### config.mk
export PLATFORM = sky130hd
export DESIGN_NAME = offchip_mem_arbiter_flat
export DESIGN_NICKNAME = d
export VERILOG_FILES = /design/src/rtl/offchip_mem_arbiter_if.sv /design/src/rtl/offchip_mem_arbiter.sv /design/src/flat_wrapper.sv
export SDC_FILE = /design/constraint.sdc
export NUM_CORES = 1
export LEC_CHECK = 0
export BUFFER_PORTS_ARGS = -buffer_cell sky130_fd_sc_hd__buf_2
export CAP_MARGIN = 20
export CELL_PAD_IN_SITES_DETAIL_PLACEMENT = 2
export CELL_PAD_IN_SITES_GLOBAL_PLACEMENT = 2
export CORE_AREA = 5 5 642 644
export DETAILED_ROUTE_END_ITERATION = 16
export DIE_AREA = 0 0 647 649
export GPL_ROUTABILITY_DRIVEN = 0
export PLACE_DENSITY = 0.3
export SETUP_SLACK_MARGIN = 0.2
export SLEW_MARGIN = 20
export SYNTH_ARGS = -nofsm -noshare
export SYNTH_HDL_FRONTEND = slang
export SYNTH_SLANG_ARGS = --single-unit
export TNS_END_PERCENT = 10
### constraint.sdc
create_clock -name clk -period 1.9 [get_ports clk]
set_input_delay 0.38 -clock clk [delete_from_list [all_inputs] [get_ports clk]]
set_output_delay 0.38 -clock clk [all_outputs]
set_load 0.005 [all_outputs]
### src/rtl/offchip_mem_arbiter_if.sv
// offchip_mem_arbiter_if: every signal of the off-chip arbiter in one bundle.
// It covers the two cache-side request channels (i_*, d_*) and the downstream
// off-chip channel (mem_*).
// master: the arbiter's view (it masters the off-chip channel).
// slave : the surrounding caches and off-chip memory.
interface offchip_mem_arbiter_if #(
    parameter int LINE_BITS = 256
);
    logic                 i_read_en, i_write_en;
    logic [31:0]          i_addr;
    logic [LINE_BITS-1:0] i_wdata, i_rdata;
    logic                 i_ready, i_read_busy, i_write_busy;

    logic                 d_read_en, d_write_en;
    logic [31:0]          d_addr;
    logic [LINE_BITS-1:0] d_wdata, d_rdata;
    logic                 d_ready, d_read_busy, d_write_busy;

    logic                 mem_read_en, mem_write_en;
    logic [31:0]          mem_addr;
    logic [LINE_BITS-1:0] mem_wdata, mem_rdata;
    logic                 mem_ready, mem_timeout;

    modport master (
        input  i_read_en, i_write_en, i_addr, i_wdata,
        output i_rdata, i_ready, i_read_busy, i_write_busy,
        input  d_read_en, d_write_en, d_addr, d_wdata,
        output d_rdata, d_ready, d_read_busy, d_write_busy,
        output mem_read_en, mem_write_en, mem_addr, mem_wdata, mem_timeout,
        input  mem_rdata, mem_ready
    );

    modport slave (
        output i_read_en, i_write_en, i_addr, i_wdata,
        input  i_rdata, i_ready, i_read_busy, i_write_busy,
        output d_read_en, d_write_en, d_addr, d_wdata,
        input  d_rdata, d_ready, d_read_busy, d_write_busy,
        input  mem_read_en, mem_write_en, mem_addr, mem_wdata, mem_timeout,
        output mem_rdata, mem_ready
    );
endinterface

### src/rtl/offchip_mem_arbiter.sv
// offchip_mem_arbiter: shares the off-chip line-transfer channel between the
// I-cache (port I) and D-cache (port D). One transaction at a time, round-robin
// between ports on a tie, grant held until the memory answers.
// Optional watchdog: define OFFCHIP_ARB_TIMEOUT_EN to abort a transaction after
// TIMEOUT_CYCLES silent WAIT cycles.
module offchip_mem_arbiter #(
    parameter int LINE_BITS      = 256,
    parameter int TIMEOUT_CYCLES = 1023
) (
    input  logic                  clk,
    input  logic                  rst,
    offchip_mem_arbiter_if.master bus
);
    typedef enum logic [1:0] {IDLE = 2'd0, WAIT = 2'd1, RESP = 2'd2} state_t;
    localparam logic PORT_I = 1'b0;
    localparam logic PORT_D = 1'b1;

    state_t               state;
    logic                 owner;      // port holding the grant
    logic                 op_wr;      // granted op is a write
    logic                 rr_ptr;     // preferred port when both request
    logic                 mem_read_en_q, mem_write_en_q;
    logic [31:0]          mem_addr_q;
    logic [LINE_BITS-1:0] mem_wdata_q;
    logic [LINE_BITS-1:0] i_rdata_q, d_rdata_q;
    logic                 i_ready_q, d_ready_q;

    logic i_req, d_req, gnt_d, gnt_wr, done;
    logic [LINE_BITS-1:0] resp_data;

    assign i_req  = bus.i_read_en | bus.i_write_en;
    assign d_req  = bus.d_read_en | bus.d_write_en;
    // D wins when it is the only requester or when the pointer names it.
    assign gnt_d  = d_req & (~i_req | (rr_ptr == PORT_D));
    // Write beats read inside a port; the read is served in a later transaction.
    assign gnt_wr = gnt_d ? bus.d_write_en : bus.i_write_en;

`ifdef OFFCHIP_ARB_TIMEOUT_EN
    localparam int CNT_W = ($clog2(TIMEOUT_CYCLES + 1) > 10) ? $clog2(TIMEOUT_CYCLES + 1) : 10;
    localparam logic [CNT_W-1:0] CNT_LAST = CNT_W'(TIMEOUT_CYCLES - 1);
    logic [CNT_W-1:0] wait_cnt;
    logic             timeout_q;
    logic             expired;
    // Terminal count reached on this WAIT cycle; a coincident mem_ready wins.
    assign expired   = (wait_cnt == CNT_LAST) & ~bus.mem_ready;
    assign resp_data = bus.mem_ready ? bus.mem_rdata : '0;
    assign bus.mem_timeout = timeout_q;
`else
    logic expired;
    assign expired   = 1'b0;
    assign resp_data = bus.mem_rdata;
    assign bus.mem_timeout = 1'b0;
`endif

    assign done = bus.mem_ready | expired;

    // Arbitration FSM; all outputs registered here.
    always_ff @(posedge clk or negedge rst) begin
        if (!rst) begin
            state          <= IDLE;
            owner          <= PORT_I;
            op_wr          <= 1'b0;
            rr_ptr         <= PORT_I;
            mem_read_en_q  <= 1'b0;
            mem_write_en_q <= 1'b0;
            mem_addr_q     <= '0;
            mem_wdata_q    <= '0;
            i_rdata_q      <= '0;
            d_rdata_q      <= '0;
            i_ready_q      <= 1'b0;
            d_ready_q      <= 1'b0;
`ifdef OFFCHIP_ARB_TIMEOUT_EN
            wait_cnt       <= '0;
            timeout_q      <= 1'b0;
`endif
        end else begin
            case (state)
                IDLE: begin
                    if (i_req | d_req) begin
                        owner          <= gnt_d;
                        op_wr          <= gnt_wr;
                        mem_read_en_q  <= ~gnt_wr;
                        mem_write_en_q <= gnt_wr;
                        mem_addr_q     <= gnt_d ? bus.d_addr : bus.i_addr;
                        mem_wdata_q    <= gnt_d ? bus.d_wdata : bus.i_wdata;
`ifdef OFFCHIP_ARB_TIMEOUT_EN
                        wait_cnt       <= '0;
`endif
                        state          <= WAIT;
                    end
                end
                WAIT: begin
                    if (done) begin
                        mem_read_en_q  <= 1'b0;
                        mem_write_en_q <= 1'b0;
                        if (!op_wr) begin
                            if (owner == PORT_D) d_rdata_q <= resp_data;
                            else                 i_rdata_q <= resp_data;
                        end
                        if (owner == PORT_D) d_ready_q <= 1'b1;
                        else                 i_ready_q <= 1'b1;
`ifdef OFFCHIP_ARB_TIMEOUT_EN
                        timeout_q      <= expired;
`endif
                        state          <= RESP;
                    end
`ifdef OFFCHIP_ARB_TIMEOUT_EN
                    else begin
                        wait_cnt <= wait_cnt + 1'b1;
                    end
`endif
                end
                RESP: begin
                    i_ready_q <= 1'b0;
                    d_ready_q <= 1'b0;
`ifdef OFFCHIP_ARB_TIMEOUT_EN
                    timeout_q <= 1'b0;
`endif
                    rr_ptr    <= ~owner;
                    state     <= IDLE;
                end
                default: state <= IDLE;
            endcase
        end
    end

    assign bus.mem_read_en  = mem_read_en_q;
    assign bus.mem_write_en = mem_write_en_q;
    assign bus.mem_addr     = mem_addr_q;
    assign bus.mem_wdata    = mem_wdata_q;
    assign bus.i_rdata      = i_rdata_q;
    assign bus.d_rdata      = d_rdata_q;
    assign bus.i_ready      = i_ready_q;
    assign bus.d_ready      = d_ready_q;

    assign bus.i_read_busy  = (state != IDLE) & (owner == PORT_I) & ~op_wr;
    assign bus.i_write_busy = (state != IDLE) & (owner == PORT_I) &  op_wr;
    assign bus.d_read_busy  = (state != IDLE) & (owner == PORT_D) & ~op_wr;
    assign bus.d_write_busy = (state != IDLE) & (owner == PORT_D) &  op_wr;
endmodule

### src/flat_wrapper.sv
// flat-port wrapper written by rule: the top's interface ports become plain ports
module offchip_mem_arbiter_flat 
#(
    parameter int LINE_BITS      = 256,
    parameter int TIMEOUT_CYCLES = 1023
)
  (clk, rst, bus_i_read_en, bus_i_write_en, bus_i_addr, bus_i_wdata, bus_i_rdata, bus_i_ready, bus_i_read_busy, bus_i_write_busy, bus_d_read_en, bus_d_write_en, bus_d_addr, bus_d_wdata, bus_d_rdata, bus_d_ready, bus_d_read_busy, bus_d_write_busy, bus_mem_read_en, bus_mem_write_en, bus_mem_addr, bus_mem_wdata, bus_mem_timeout, bus_mem_rdata, bus_mem_ready);
  offchip_mem_arbiter_if #(.LINE_BITS(LINE_BITS)) bus_i ();
  input  logic clk;
  input  logic rst;
  input wire logic [$bits(bus_i.i_read_en)-1:0] bus_i_read_en;
  input wire logic [$bits(bus_i.i_write_en)-1:0] bus_i_write_en;
  input wire logic [$bits(bus_i.i_addr)-1:0] bus_i_addr;
  input wire logic [$bits(bus_i.i_wdata)-1:0] bus_i_wdata;
  output wire logic [$bits(bus_i.i_rdata)-1:0] bus_i_rdata;
  output wire logic [$bits(bus_i.i_ready)-1:0] bus_i_ready;
  output wire logic [$bits(bus_i.i_read_busy)-1:0] bus_i_read_busy;
  output wire logic [$bits(bus_i.i_write_busy)-1:0] bus_i_write_busy;
  input wire logic [$bits(bus_i.d_read_en)-1:0] bus_d_read_en;
  input wire logic [$bits(bus_i.d_write_en)-1:0] bus_d_write_en;
  input wire logic [$bits(bus_i.d_addr)-1:0] bus_d_addr;
  input wire logic [$bits(bus_i.d_wdata)-1:0] bus_d_wdata;
  output wire logic [$bits(bus_i.d_rdata)-1:0] bus_d_rdata;
  output wire logic [$bits(bus_i.d_ready)-1:0] bus_d_ready;
  output wire logic [$bits(bus_i.d_read_busy)-1:0] bus_d_read_busy;
  output wire logic [$bits(bus_i.d_write_busy)-1:0] bus_d_write_busy;
  output wire logic [$bits(bus_i.mem_read_en)-1:0] bus_mem_read_en;
  output wire logic [$bits(bus_i.mem_write_en)-1:0] bus_mem_write_en;
  output wire logic [$bits(bus_i.mem_addr)-1:0] bus_mem_addr;
  output wire logic [$bits(bus_i.mem_wdata)-1:0] bus_mem_wdata;
  output wire logic [$bits(bus_i.mem_timeout)-1:0] bus_mem_timeout;
  input wire logic [$bits(bus_i.mem_rdata)-1:0] bus_mem_rdata;
  input wire logic [$bits(bus_i.mem_ready)-1:0] bus_mem_ready;
  assign bus_i.i_read_en = bus_i_read_en;
  assign bus_i.i_write_en = bus_i_write_en;
  assign bus_i.i_addr = bus_i_addr;
  assign bus_i.i_wdata = bus_i_wdata;
  assign bus_i_rdata = bus_i.i_rdata;
  assign bus_i_ready = bus_i.i_ready;
  assign bus_i_read_busy = bus_i.i_read_busy;
  assign bus_i_write_busy = bus_i.i_write_busy;
  assign bus_i.d_read_en = bus_d_read_en;
  assign bus_i.d_write_en = bus_d_write_en;
  assign bus_i.d_addr = bus_d_addr;
  assign bus_i.d_wdata = bus_d_wdata;
  assign bus_d_rdata = bus_i.d_rdata;
  assign bus_d_ready = bus_i.d_ready;
  assign bus_d_read_busy = bus_i.d_read_busy;
  assign bus_d_write_busy = bus_i.d_write_busy;
  assign bus_mem_read_en = bus_i.mem_read_en;
  assign bus_mem_write_en = bus_i.mem_write_en;
  assign bus_mem_addr = bus_i.mem_addr;
  assign bus_mem_wdata = bus_i.mem_wdata;
  assign bus_mem_timeout = bus_i.mem_timeout;
  assign bus_i.mem_rdata = bus_mem_rdata;
  assign bus_i.mem_ready = bus_mem_ready;
  offchip_mem_arbiter #(.LINE_BITS(LINE_BITS), .TIMEOUT_CYCLES(TIMEOUT_CYCLES)) u_core (.clk(clk), .rst(rst), .bus(bus_i));
endmodule
# Yosys cells after proc, flatten, opt, wreduce, memory -nomap -nowiden
# Cells that the tools add are included.
# word_totals
wordCells,61
out_inout_bits,809
reg_bits,809
# op_classes
reduce_logical,11
n_bitwise,15
n_eq_ne,6
muxes,17
# op_table
op,n
$mux W256,1
$mux W32,1
$reduce_and A3 Y1,3
$mux W1,8
$pmux W1 S2,4
$reduce_and A4 Y1,2
$and A1 B1 Y1,7
$reduce_bool A2 Y1,3
$mux W2,2
$ne A2 B1 Y1 const B,2
$ne A2 B2 Y1 const B,2
$not A1 Y1,4
$or A1 B1 Y1,4
$pmux W2 S2,1
$reduce_and A2 Y1,2
$eq A2 B1 Y1 const B,1
$eq A2 B2 Y1 const B,1
$logic_not A2 Y1,1

# Longest topological paths before layout
# logic_depth
word_depth,8
ltp_mapped,6
ltp_nobuf,3

# Least setup slack after synthesis
# OpenSTA, ideal clock, no wires.
# synth_path
path_kind,register -> register
startpoint,reg u_core.state[1]
endpoint,reg u_core.d_rdata_q[0] (netlist: u_core.bus.d_rdata[0])
slack_ps,54
arrival_time_ps,1721
path_stages_with_launch,7
n_path_buf,3
synth_period_minus_slack_ps,1846
path_cell_list,dfrtp_1 nand3b_2 or3b_1 buf_6 buf_12 buf_12 mux2_4
# synth_via
elab_chain_cells,2
# synth_lines
item,line_no,text
"start, declared",offchip_mem_arbiter.sv:18,state_t state;
"start signal, assigned",offchip_mem_arbiter.sv:60,state <= IDLE;
"start signal, assigned",offchip_mem_arbiter.sv:89,state <= WAIT;
"start signal, assigned",offchip_mem_arbiter.sv:105,state <= RESP;
$eq A2 B1 Y1,offchip_mem_arbiter.sv:77,case (state)
$reduce_and A4 Y1 (no source line),n/a,
"end signal, assigned",offchip_mem_arbiter.sv:97,if (owner == PORT_D) d_rdata_q <= resp_data;
"end, declared",offchip_mem_arbiter.sv:25,"logic [LINE_BITS-1:0] i_rdata_q, d_rdata_q;"
# Every way passes these cells.
# A chain may end at the register's enable or synchronous reset.

# Final worst setup path
# layout_path
startpoint,reg u_core.state[1]
endpoint,out bus_d_write_busy
# layout_via
elab_chain_cells,3
# layout_lines
item,line_no,text
$reduce_bool A2 Y1,offchip_mem_arbiter.sv:139,assign bus.d_write_busy = (state != IDLE) & (owner == PORT_D) & op_wr;
$and A1 B1 Y1 (2 in a row),offchip_mem_arbiter.sv:139,
"end, declared",flat_wrapper.sv:26,output wire logic [$bits(bus_i.d_write_busy)-1:0] bus_d_write_busy;
# Every way passes these cells.

==> flow_summary.toml <==
[sta]
clock_skew_ps = 89.5
layout_setup_ws_ps = -496
worst_slew_pin_slew_ps = 652
finalHoldViolCount = 0
final_max_slew_viol_count = 0
setup_viol = 530
fmax_mhz = 417
rsz0062_at_grt = "true"
fin_crit_ps = 2400
fin_crit_sh_pct = 126
slew-limit-headroom_pct = 56.1
whs_ps = 101

[logic_synthesis]
seq_area_frac_synth_pct = 58.1
synth_most_common_cell = "dfrtp_1"
synth_area_mm2 = 0.0348
synth_mux_area_share_pct = 19.2
synth-seq-cells = 809
synthSimpleGateAreaFrac_pct = 4.49
yosys.area_share.adder_pct = 0
yosys_warnings = 0
ys_types = 36
syn_inst = 2797
yosysTopAreaCellShare_pct = 58.1
synth_flop_cell = "dfrtp_1"
synth.area.top_cells = "dfrtp_1, mux2_4, mux2_2"
syn_avg_cell_area_um2 = 12.5
synth-compound-area-share_pct = 13.8
synthXorXnorAreaFrac_pct = 0
synth_top_family_by_area = "multiplexers"
syn_nets = 3636
synth.top_cells.by_count = "dfrtp_1, o21ai_0, a21oi_1, a31oi_1, nand3_1"
synthArstFlopShare_pct = 100
synth_top_cell_by_area = "dfrtp_1"
synth_edf_count = 0

[global_route]
grt_pass1_vias = 40600
antenna_found_initial = 99
grt_max_degree = 79
grt_overflow = 0
grt_pass1_wl_um = 398000
grt_usage_pct = 13.8

[worst_setup_path]
startpoint_type = "register"
crit_chain = "buf_6 > or2_4 > buf_6 > and3_4 > buf_6"
cp_slowest_stage_delay_ps = 390
crit_top_cell = "buf_6"
cp.required_ps = 1520
worstReg2RegStart = "u_core.state[1]"
cp-end-kind = "output pin"
r2r_cells = 9
r2r-end = "u_core.bus.i_rdata[222]"
cp_max_fo = 2
crit_buf_inv = 3
cpLargestDelayFamily = "simple AND/OR/NAND/NOR gates"
r2r_setup_slack_ps = -270
worstSetupPathType = "register to output pin"
crit_slowest_cell = "dfrtp_1"
crit_arrival_ps = 2020

[clocking]
htree_levels = 3
cts-root-buf = "clkbuf_16"
numCtsBuffers = 123
clk_pin_slew_worst_paths_ps = 50
cts_tree = "yes"
cts_sinks = 809
cts.path.max_buffers = 4
clock_latency_ps = 890

[placed_design]
io_buffers = 1646
pre_cts_slack_ps = -296
place_inst = 9837
hpwlAfterDp_um = 245000

[route]
routed_wl_um = 307000
wl_per_cell_um = 27.8
drt_iter0_drc = 1331
drc = 0
postRouteAntennaNets = 0
first_pass_iters = 4
vias = 35600
via_per_inst = 3.23

[pwr]
p_switching_mw = 42.9
peakVddDrop_mv = 0.890
p_per_area_mw_per_mm2 = 1590
intPower_mw = 64.9
p_comb_share_pct = 46.6
power_mw = 108
p_leak_nw = 30.0
p_sw_share_pct = 39.8
p_clk_share_pct = 22.1
seq_power_share_pct = 31.3

[min_path]
hold_path_depth = 2
min_from = "bus_mem_rdata[206]"
hold_end = "u_core.bus.i_rdata[206]"
hold_path_class = "input port to register"

[die]
fp.dieW_um = 647
io_pins = 1648
die_area_mm2 = 0.420
die_h_um = 649
core_area_mm2 = 0.405
num_rows = 234
start_util_pct = 8.60

[finish]
stdcell_count = 11000
syn_to_final_growth_pct = 94.2
final_core_util_pct = 16.7
fill_cells = 46300
drive_above_1_share_pct = 50.7
nNetsFinal = 6317

[run_status]
status = "complete, but fails checks"
violations = "negative setup slack"

[flow_run]
drv_cap = 0
registers in the layout (all words and copies together), names as in the netlist:
name,flops
u_core.state,2
u_core.bus.d_ready,1
u_core.bus.mem_write_en,1
u_core.bus.mem_read_en,1
u_core.bus.mem_wdata,256
u_core.bus.mem_addr,32
u_core.op_wr,1
u_core.bus.d_rdata,256
u_core.rr_ptr,1
u_core.owner,1
u_core.bus.i_ready,1
u_core.bus.i_rdata,256
per-stage QoR:
step | cell area, µm² | setup TNS [ps]
3_3_place_gp | 51300 | -128570
4_1_cts | 65800 | -89950
6_report | 67700 | -86040
5_1_grt | 67600 | -159460
2_1_floorplan | 34900 | 0
3_5_place_dp | 51300 | -124060
worst register-to-register path, cell delays in order (launching register included):
cell and delay [ps]:
dfrtp_1 390, buf_4 140, nand3b_4 180, buf_6 160, nor3_4 150, buf_12 170
buf_16 200, buf_8 170, clkbuf_16 240, mux2_2 360
placed cells by master, fill, tap and decap left out, types with 21 or more instances in the layout:
cell type,Yosys,layout
a31oi_1,288,288
buf_6,6,139
clkbuf_16,0,142
o21ai_0,295,295
diode_2,0,52
dfrtp_1,809,719
buf_16,0,22
mux2_2,273,91
a21oi_1,288,288
clkbuf_8,0,33
buf_2,66,1512
mux2_4,240,422
dfrtp_2,0,90
buf_4,1,184
dlygate4sd3_1,0,832
buf_12,22,118
clkbuf_1,180,21
nand3_1,288,287
clkinv_2,0,23
routing by layer:
metal  GRT usage (%)  vias to the layer above  part of all wire, %
met1            14.7                    18400                   37
li1                -                    15800                    -
met3            3.59                      313                  5.9
met5               0                        -                0.076
met4            2.61                       40                  2.4
met2            26.9                     1124                   54
worst max-delay path by stage:
| stage | startpoint | end | slack (ps) | depth (start not counted) |
|---|---|---|---|---|
| after CTS | u_core.state[1] | bus_d_write_busy | -630 | 5 |
| after global placement | bus_mem_ready | u_core.bus.d_rdata[185] | -280 | 6 |
| after global routing | u_core.state[1] | bus_d_write_busy | -630 | 5 |
| final | u_core.state[1] | bus_d_write_busy | -500 | 5 |
| after detailed placement | bus_mem_ready | u_core.bus.d_rdata[208] | -300 | 6 |
| after floorplan | u_core.state[1] | u_core.bus.d_rdata[0] | 120 | 6 |
layout make-up:
class	count	area, µm²	area share (%)
inverter	3	11.3	0.0166
clock inverter	39	474	0.701
timing repair buffer	2838	22500	33.2
antenna	52	130	0.192
multi-input combinational	1703	13800	20.4
clock buffer	177	3610	5.34
tap	5428	6790	10.0
sequential	809	20400	30.1
cell families (layout without fill, tap and decap cells):
logic type,after synthesis,after routing
buf+inv,285,3057
flops,809,809
simple gates,309,309
compound gates,880,880
mux,513,513
other cells,1,53
what timing repair did:
item,4_1_cts,5_1_grt
hold buffers,832,0
pin swaps,2,5
endpoints found under the hold margin,1334,0
buffers inserted,57,17
setup endpoints to repair,1606,1611
gates cloned,10,28
resized for setup,428,232
power groups by stage:
stage	Sequential, mW	Combinational (mW)	Clock (mW)
2_1_floorplan	31.3	16.5	0
3_3_place_gp	33.7	43.9	0
3_5_place_dp	33.9	44.2	0
4_1_cts	34.2	49.7	25.1
5_1_grt	34.9	54.1	25.6
6_report	33.8	50.2	23.8
(Power assumes the default switching activity.)
